File: config.mk
export PLATFORM = sky130hd
export DESIGN_NAME = adc_scan_ctrl
export DESIGN_NICKNAME = d
export VERILOG_FILES = /design/src/rtl/adc_pkg.sv /design/src/rtl/adc_avg_acc.sv /design/src/rtl/adc_scan_ctrl.sv
export SDC_FILE = /design/constraint.sdc
export NUM_CORES = 1
export LEC_CHECK = 0
export ABC_CLOCK_PERIOD_IN_PS = 3300
export CAP_MARGIN = 20
export CORE_ASPECT_RATIO = 1.25
export CORE_MARGIN = 2
export CORE_UTILIZATION = 50
export CTS_BUF_LIST = sky130_fd_sc_hd__clkbuf_4
export DETAILED_ROUTE_END_ITERATION = 16
export DONT_BUFFER_PORTS = 1
export GPL_TIMING_DRIVEN = 0
export PLACE_DENSITY = 0.71
export SLEW_MARGIN = 0
export SYNTH_ARGS = -nofsm -noshare
export SYNTH_HDL_FRONTEND = slang
export SYNTH_HIERARCHICAL = 1
export SYNTH_SLANG_ARGS = --single-unit
File: constraint.sdc
create_clock -name clk -period 3.3 [get_ports clk]
set_input_delay 0.825 -clock clk [delete_from_list [all_inputs] [get_ports clk]]
set_output_delay 0.825 -clock clk [all_outputs]
set_load 0.02 [all_outputs]
File: src/rtl/adc_pkg.sv
// Shared types and default widths for the ADC scan sequencer.
package adc_pkg;

  localparam int unsigned ADC_CH_W   = 5;
  localparam int unsigned ADC_DATA_W = 12;

  typedef enum logic [2:0] {
    IDLE,
    SEL,
    CMD,
    WAIT,
    EMIT,
    END
  } scan_state_t;

endpackage

File: src/rtl/adc_avg_acc.sv
// Sample accumulator for one scan entry: sums 2^AVG_LOG2 samples and
// presents the truncated average of the running sum plus the incoming sample.
module adc_avg_acc #(
  parameter int unsigned DATA_W   = 12,
  parameter int unsigned AVG_LOG2 = 2
) (
  input  logic              clk,
  input  logic              reset_n,
  input  logic              i_clear,
  input  logic              i_add,
  input  logic [DATA_W-1:0] i_data,
  output logic              o_full,      // the add presented now completes the set
  output logic [DATA_W-1:0] o_avg_next   // average including i_data
);

  localparam int unsigned ACC_W = DATA_W + AVG_LOG2;
  localparam int unsigned CNT_W = (AVG_LOG2 > 0) ? AVG_LOG2 : 1;
  localparam logic [CNT_W-1:0] LAST = CNT_W'((2 ** AVG_LOG2) - 1);

  logic [ACC_W-1:0] r_acc;
  logic [CNT_W-1:0] r_cnt;
  logic [ACC_W-1:0] w_sum;

  assign w_sum      = r_acc + ACC_W'(i_data);
  assign o_avg_next = w_sum[ACC_W-1:AVG_LOG2];
  assign o_full     = (r_cnt == LAST);

  // Running sum and sample count; clear wins over add.
  always_ff @(posedge clk or negedge reset_n) begin
    if (!reset_n) begin
      r_acc <= '0;
      r_cnt <= '0;
    end else if (i_clear) begin
      r_acc <= '0;
      r_cnt <= '0;
    end else if (i_add) begin
      r_acc <= w_sum;
      r_cnt <= r_cnt + CNT_W'(1);
    end
  end

endmodule

File: src/rtl/adc_scan_ctrl.sv
// Scan-list sequencer for the modular ADC core: issues one command per
// conversion, averages per entry and reports results, pass ends and errors.
module adc_scan_ctrl
  import adc_pkg::*;
#(
  parameter int unsigned NUM_CH   = 4,
  parameter int unsigned CH_W     = ADC_CH_W,
  parameter int unsigned DATA_W   = ADC_DATA_W,
  parameter int unsigned AVG_LOG2 = 2,
  parameter int unsigned TIMEOUT  = 255
) (
  input  logic                       clk,
  input  logic                       reset_n,
  input  logic                       start,
  input  logic                       continuous,
  input  logic [NUM_CH*CH_W-1:0]     ch_list,
  input  logic [NUM_CH-1:0]          ch_en,
  output logic                       command_valid,
  output logic [CH_W-1:0]            command_channel,
  output logic                       command_startofpacket,
  output logic                       command_endofpacket,
  input  logic                       command_ready,
  input  logic                       response_valid,
  input  logic [CH_W-1:0]            response_channel,
  input  logic [DATA_W-1:0]          response_data,
  output logic                       res_valid,
  output logic [$clog2(NUM_CH)-1:0]  res_index,
  output logic [DATA_W-1:0]          res_data,
  output logic                       busy,
  output logic                       scan_done,
  output logic                       err_timeout,
  output logic                       err_chan
);

  localparam int unsigned IDX_W = $clog2(NUM_CH);
  localparam int unsigned POS_W = IDX_W + 1;  // one extra bit to mark "past the last entry"
  localparam int unsigned TMR_W = $clog2(TIMEOUT + 1);

  scan_state_t       r_state;
  logic [CH_W-1:0]   r_chan [NUM_CH];
  logic [NUM_CH-1:0] r_en;
  logic [POS_W-1:0]  r_idx;
  logic [TMR_W-1:0]  r_tmr;
  logic              r_cmd_valid;
  logic [CH_W-1:0]   r_cmd_chan;
  logic              r_res_valid;
  logic [IDX_W-1:0]  r_res_index;
  logic [DATA_W-1:0] r_res_data;
  logic              r_scan_done;
  logic              r_err_to;
  logic              r_err_chan;

  logic              w_load;
  logic              w_found;
  logic [IDX_W-1:0]  w_sel;
  logic              w_match;
  logic              w_add;
  logic              w_timeout;
  logic              w_clear;
  logic              w_full;
  logic [DATA_W-1:0] w_avg;

  assign w_load    = ((r_state == IDLE) && start) || ((r_state == END) && continuous);
  assign w_match   = (response_channel == r_cmd_chan);
  assign w_add     = (r_state == WAIT) && response_valid && w_match;
  assign w_timeout = (r_state == WAIT) && !response_valid && (r_tmr == TMR_W'(TIMEOUT));
  assign w_clear   = (r_state == EMIT) || w_timeout;

  // First enabled entry at or after r_idx, so SEL skips disabled entries in one cycle.
  always_comb begin
    w_found = 1'b0;
    w_sel   = '0;
    for (int i = NUM_CH - 1; i >= 0; i--) begin
      if (r_en[i] && (POS_W'(i) >= r_idx)) begin
        w_found = 1'b1;
        w_sel   = IDX_W'(i);
      end
    end
  end

  // Snapshot of the scan list, taken only when a pass starts.
  always_ff @(posedge clk or negedge reset_n) begin
    if (!reset_n) begin
      r_en <= '0;
      for (int i = 0; i < NUM_CH; i++) r_chan[i] <= '0;
    end else if (w_load) begin
      r_en <= ch_en;
      for (int i = 0; i < NUM_CH; i++) r_chan[i] <= ch_list[i*CH_W +: CH_W];
    end
  end

  adc_avg_acc #(
    .DATA_W   (DATA_W),
    .AVG_LOG2 (AVG_LOG2)
  ) u_acc (
    .clk        (clk),
    .reset_n    (reset_n),
    .i_clear    (w_clear),
    .i_add      (w_add),
    .i_data     (response_data),
    .o_full     (w_full),
    .o_avg_next (w_avg)
  );

  // Scan FSM with registered command, result and status outputs.
  always_ff @(posedge clk or negedge reset_n) begin
    if (!reset_n) begin
      r_state     <= IDLE;
      r_idx       <= '0;
      r_tmr       <= '0;
      r_cmd_valid <= 1'b0;
      r_cmd_chan  <= '0;
      r_res_valid <= 1'b0;
      r_res_index <= '0;
      r_res_data  <= '0;
      r_scan_done <= 1'b0;
      r_err_to    <= 1'b0;
      r_err_chan  <= 1'b0;
    end else begin
      r_res_valid <= 1'b0;
      r_scan_done <= 1'b0;
      r_err_to    <= 1'b0;
      r_err_chan  <= 1'b0;
      case (r_state)
        IDLE: begin
          if (start) begin
            r_idx   <= '0;
            r_state <= SEL;
          end
        end
        SEL: begin
          if (w_found) begin
            r_idx       <= {1'b0, w_sel};
            r_cmd_chan  <= r_chan[w_sel];
            r_cmd_valid <= 1'b1;
            r_state     <= CMD;
          end else begin
            r_scan_done <= 1'b1;
            r_state     <= END;
          end
        end
        CMD: begin
          if (command_ready) begin
            r_cmd_valid <= 1'b0;
            r_tmr       <= '0;
            r_state     <= WAIT;
          end
        end
        WAIT: begin
          if (response_valid) begin
            if (!w_match) begin
              // Wrong channel: drop the sample and ask again.
              r_err_chan  <= 1'b1;
              r_cmd_valid <= 1'b1;
              r_state     <= CMD;
            end else if (w_full) begin
              r_res_valid <= 1'b1;
              r_res_index <= r_idx[IDX_W-1:0];
              r_res_data  <= w_avg;
              r_state     <= EMIT;
            end else begin
              r_cmd_valid <= 1'b1;
              r_state     <= CMD;
            end
          end else if (w_timeout) begin
            r_err_to <= 1'b1;
            r_idx    <= r_idx + POS_W'(1);
            r_state  <= SEL;
          end else begin
            r_tmr <= r_tmr + TMR_W'(1);
          end
        end
        EMIT: begin
          r_idx   <= r_idx + POS_W'(1);
          r_state <= SEL;
        end
        END: begin
          if (continuous) begin
            r_idx   <= '0;
            r_state <= SEL;
          end else begin
            r_state <= IDLE;
          end
        end
        default: r_state <= IDLE;
      endcase
    end
  end

  assign command_valid         = r_cmd_valid;
  assign command_channel       = r_cmd_chan;
  assign command_startofpacket = r_cmd_valid;
  assign command_endofpacket   = r_cmd_valid;
  assign res_valid             = r_res_valid;
  assign res_index             = r_res_index;
  assign res_data              = r_res_data;
  assign busy                  = (r_state != IDLE);
  assign scan_done             = r_scan_done;
  assign err_timeout           = r_err_to;
  assign err_chan              = r_err_chan;

endmodule

# Word-level counts from Yosys, hierarchy flattened

Index checks and enable logic that the tools add are counted.

Register bits after elaboration: 78
Bits of input ports: 47
Output and inout port bits: 27

$add $sub $neg: 4
$lt $le $gt $ge: 5
Eq/ne operators: 18
Muxes and demuxes: 52
Bitwise gates (word level): 1
Reduce and logical (&&, ||, !) cells: 25

Operators with widths:

| cell                                                 | count |
|---|---|
| 2-to-1 mux 3 bit                                     | 12 |
| 2-to-1 mux 14 bit                                    | 2 |
| 2-to-1 mux 8 bit                                     | 3 |
| 2-to-1 mux 1 bit                                     | 22 |
| case mux 3 bit (6 select lines)                      | 1 |
| inequality test 2 bit (second input constant)        | 8 |
| case mux 8 bit (2 select lines)                      | 1 |
| case mux 3 bit (5 select lines)                      | 1 |
| adder 14 x 12 -> 14 bit                              | 1 |
| 2-to-1 mux 2 bit                                     | 6 |
| binary-select mux 5 bit (select 2 bit)               | 1 |
| logical AND 1 bit                                    | 10 |
| 2-to-1 mux 5 bit                                     | 2 |
| adder 8 x 1 -> 8 bit (second input constant)         | 1 |
| equality test 8 bit (second input constant)          | 1 |
| AND reduction 4 bit                                  | 2 |
| equality test 3 x 2 -> 1 bit (second input constant) | 2 |
| equality test 3 bit (second input constant)          | 2 |
| >= comparator 1 x 3 -> 1 bit (first input constant)  | 2 |
| >= comparator 2 x 3 -> 1 bit (first input constant)  | 2 |
| inequality test 3 bit (second input constant)        | 2 |
| AND reduction 6 bit                                  | 1 |
| nonzero test 3 bit                                   | 2 |
| equality test 5 bit                                  | 1 |
| other kinds (15)                                     | 17 |

# Logic depth before layout (Yosys ltp)

Word-level depth: 10
Depth in mapped cells: 11

# Cells and area by module

Netlist, hierarchy kept.

Modules (own cells, without submodules):

| module        | instances | cells an instance | area an instance (um^2) |
|---|---|---|---|
| adc_scan_ctrl | 1         | 270               | 3,100.5 |
| adc_avg_acc   | 1         | 153               | 1,317.5 |

# Least setup slack after synthesis

No wires, ideal clock.

Kind: in2reg
From: in response_valid
To: reg u_acc.r_acc[11]
Arrival time: 2.616 ns
Required time: 3.174 ns
Path slack: 0.558 ns
Stages: 10
Path buffers: 2
Path through: buf_6 > nand2b_4 > or4_4 > nand2_1 > clkbuf_1 > nor2_1 > nand2_1 > nor2_1 > mux2_1 > a221o_1

Longest elaborated chain between the ends: 5
Elaborated cells on any way between the ends: 8

RTL lines:

| element                                                 | line                | source |
|---|---|---|
| from (decl)                                             | adc_scan_ctrl.sv:23 | `input logic response_valid,` |
| zero test 1 bit *                                       | adc_scan_ctrl.sv:66 | `assign w_timeout = (r_state == WAIT) && !response_valid && (r_tmr == TMR_W'(TIMEOUT));` |
| logical AND 1 bit * (2 in series)                       | adc_scan_ctrl.sv:66 |  |
| logical OR 1 bit *                                      | adc_scan_ctrl.sv:67 | `assign w_clear = (r_state == EMIT) \|\| w_timeout;` |
| net w_clear                                             | adc_scan_ctrl.sv:59 | `logic w_clear;` |
| 2-to-1 mux 14 bit or nonzero test 2 bit (tied branches) | n/a                 |  |
| to (signal assigned)                                    | adc_avg_acc.sv:37   | `r_acc <= w_sum;` |
| to (decl)                                               | adc_avg_acc.sv:20   | `logic [ACC_W-1:0] r_acc;` |

Mark *: on every way through the listed nets, which the timed path passes. The rest lies on a longest branch.
A chain may end at the register's enable or synchronous reset.

# Worst setup path after layout

From: reg r_tmr[0]
To: reg u_acc.r_acc[11]

Longest elaborated chain between the ends: 4
Elaborated cells on any way between the ends: 5

RTL lines:

| element                                                 | line                 | source |
|---|---|---|
| from (decl)                                             | adc_scan_ctrl.sv:43  | `logic [TMR_W-1:0] r_tmr;` |
| from (signal assigned)                                  | adc_scan_ctrl.sv:170 | `r_tmr <= r_tmr + TMR_W'(1);` |
| equality test 8 bit *                                   | adc_scan_ctrl.sv:66  |  |
| logical AND 1 bit *                                     | adc_scan_ctrl.sv:66  |  |
| logical OR 1 bit *                                      | adc_scan_ctrl.sv:67  |  |
| net w_clear                                             | adc_scan_ctrl.sv:59  |  |
| 2-to-1 mux 14 bit or nonzero test 2 bit (tied branches) | n/a                  |  |

Marked as above.

==> impl_metrics.json <==
{
  "dp_hpwl_um": 6680,
  "syn_to_final_growth_pct": 6.57,
  "syn-cell-area_um2": 4420,
  "placed_area_um2": 4570,
  "grt_pass1_wl_um": 14400,
  "post-route-min-period_ns": 2.62,
  "routed_wirelength_um": 9010,
  "final_nets": 500,
  "cts_root_buf": "clkbuf_4",
  "final_area_um2": 4710,
  "io_buffers": 0,
  "drive_above_1_share_pct": 20.2,
  "track_usage_pct": 19.5,
  "via_per_inst": 5.54,
  "outcome": "complete, no violations",
  "finalClockSkew_ns": 0.0146,
  "synthArstFlopShare_pct": 100,
  "pwr-share-comb_pct": 45.2,
  "tns_ns": 0,
  "globalplace.congestion": 0.865,
  "start_util_pct": 51.1,
  "hold_class": "in -> async",
  "vdd_ir_drop_max_mv": 0.343,
  "overflow": 0,
  "cts_buffers": 9,
  "avgRoutedWirePerCell_um": 16.1,
  "power_frac_clock_pct": 14.4,
  "firstDrtPassIters": 4,
  "grt_max_degree": 79,
  "p_int_w": 0.00222,
  "path_clk_slew_ns": 0.14,
  "cts_max_level": 3,
  "cts_tree": "built",
  "arrival_ns": 2.95,
  "synth_nets": 488,
  "die_h_um": 109,
  "grt_pass1_vias": 3097,
  "synth_enable_flop_cells": 0,
  "critPathRequiredTime_ns": 3.64,
  "rows": 38,
  "pwr_density_cell_nw_per_um2": 806,
  "rsz0062_at_grt": "false",
  "die_area_um2": 9610,
  "critPathLaunchType": "register",
  "setup_violations": 0,
  "drc_errors": 0,
  "cp_max_fo": 7,
  "numClockSinks": 78,
  "post_cts_buffers": 0,
  "yosys.cell_types.count": 69,
  "worstMarginPinSlew_ns": 0.729,
  "critPathKind": "reg -> reg",
  "ys_ff_latch": 78,
  "final_antenna_net_count": 0,
  "drtIter0Drc": 177,
  "p_sw_w": 0.00158,
  "post-route-period-util_pct": 79.3,
  "via_count": 3105,
  "antenna_found_initial": 0,
  "maxSlewViolCount": 0,
  "avgSynthCellArea_um2": 10.4,
  "cap_violations": 0,
  "critPathCaptureType": "register",
  "clk_path_buf_depth": 2,
  "leakagePower_nw": 2.17,
  "core_region_area_um2": 8650,
  "hold_viol": 0,
  "yosysSeqAreaShare_pct": 44.2,
  "synth_ff_type": "dfrtp_1",
  "ioPinCount": 74,
  "yosys_warnings": 6,
  "max_freq_mhz": 382,
  "die_w_um": 88.1,
  "synthCells": 423,
  "utilization_pct": 54.4,
  "swShare_pct": 41.5,
  "clk-insertion-delay-late_ns": 0.44,
  "antenna_cells": 0,
  "slew_headroom_pct": 51.2,
  "seq_power_share_pct": 40.4
}
[flip-flops by register name (all words and copies together), names as in the netlist]
| signal | count |
|---|---|
| command_channel | 5 |
| command_endofpacket | 1 |
| err_chan | 1 |
| err_timeout | 1 |
| r_chan | 20 |
| r_en | 4 |
| r_idx | 3 |
| r_state | 3 |
| r_tmr | 8 |
| res_data | 12 |
| res_index | 2 |
| res_valid | 1 |
| scan_done | 1 |
| u_acc/r_acc | 14 |
| u_acc/r_cnt | 2 |
[power groups by stage]
stage               Sequential, W  Clock, W  Combinational, W
finish                    0.00153  0.000546           0.00171
detailed placement        0.00156         0           0.00172
floorplan                 0.00149         0           0.00142
global placement          0.00154         0           0.00167
CTS                       0.00154  0.000573           0.00173
global route              0.00159  0.000612           0.00192
[kinds of logic (layout without fill, tap and decap cells)]
kind of cell,after synthesis,after routing,synth area share (%)
flops,78,78,44.2
compound gates,83,83,13.3
xor+xnor,19,19,3.77
simple gates,136,136,15.7
fa+ha+maj,18,18,5.27
buf+inv,34,51,4.13
mux,55,55,13.6
[worst max-delay path: stages, from the launching register on]
cell and delay (ns):
dfrtp_1 0.40, ha_1 0.25, nand4_1 0.15, or4_4 0.56, nand2_1 0.08, clkbuf_1 0.27
nor2_1 0.14, nand2_1 0.09, nor2_1 0.04, mux2_1 0.27, a221o_1 0.26
[what timing repair did]
item	CTS	global route
hold buffers	0	1
gates resized for setup	0	0
setup endpoints to repair	0	0
hold endpoints to repair	0	16
[Yosys cell counts, drive strengths merged, types with 2 or more instances]
master	count	share of area [%]
dfrtp	78	44
nor2	41	3.5
mux2	39	9.9
nand2	39	3.4
o21ai	24	2.8
a21oi	18	2.3
ha	17	4.8
inv	17	1.4
mux2i	16	3.6
buf	11	2.1
xnor2	10	2.0
nand3	9	1.0
xor2	9	1.8
nand2b	8	1.5
nor3	8	0.91
a31oi	6	0.85
o221ai	6	1.6
clkbuf	5	0.42
nand3b	4	0.68
nand4	4	0.71
nor2b	4	0.57
o21a	4	0.68
a21o	3	0.54
and3	3	0.45
o31ai	3	0.62
a22o	2	0.40
and2	2	0.28
and2b	2	0.40
and3b	2	0.40
o21bai	2	0.34
or3b	2	0.40
[per-stage QoR]
step / total power (W) / setup WS, ns / hold slack (ns) / std cells
floorplan: 0.00290 / 0.558 / 0.477 / 423
global placement: 0.00321 / 0.358 / 0.489 / 543
detailed placement: 0.00328 / 0.357 / 0.496 / 543
CTS: 0.00384 / 0.702 / 0.0160 / 559
global route: 0.00411 / 0.542 / 0.0128 / 560
finish: 0.00379 / 0.683 / 0.0564 / 560
[path summary, 6_finish.rpt]
check	start	to	slack (ns)	cells past startpoint
worst max-delay path	r_tmr[0]$_DFFE_PN0P_	u_acc/r_acc[11]$_DFFE_PN0P_	0.68	10
min in group clk	ch_list[2]	r_chan[17]$_DFFE_PN0P_	0.49	2
worst max register to register	r_tmr[0]$_DFFE_PN0P_	u_acc/r_acc[11]$_DFFE_PN0P_	0.68	10
max in group asynchronous	reset_n	r_en[2]$_DFFE_PN0P_	1.97	1
worst min-delay path	reset_n	command_endofpacket$_DFFE_PN0P_	0.06	0
worst min register to register	r_chan[0]$_DFFE_PN0P_	r_chan[0]$_DFFE_PN0P_	0.53	1
[layout by cell type, fill, tap and decap left out, types with 9 or more instances in the layout]
| cell | n |
|---|---|
| a21oi_1 | 15 |
| clkbuf_4 | 9 |
| dfrtp_1 | 78 |
| ha_1 | 17 |
| inv_1 | 17 |
| mux2_2 | 38 |
| mux2i_1 | 16 |
| nand2_1 | 38 |
| nand3_1 | 9 |
| nor2_1 | 41 |
| o21ai_0 | 21 |
| xnor2_1 | 10 |
| xor2_1 | 9 |
[layer usage]
layer | up-vias | share of wire (%) | global-route usage (%)
met5 | - | 0 | 0
met4 | 0 | 1.4 | 6.39
met3 | 10 | 6.2 | 6.13
met2 | 69 | 50 | 33.0
met1 | 1493 | 43 | 23.5
li1 | 1533 | - | -
[final cells by class]
type                    count  area [um2]
fillers                   819        3950
multi-input cells         311        2280
flip-flops and latches     78        1950
well taps                 120         150
plain buffers              16         110
inverters                  18        72.6
clock buffers               9        67.6
clock inverters             7        62.6
repair buffers              1        10.0
(Power assumes the default switching activity.)
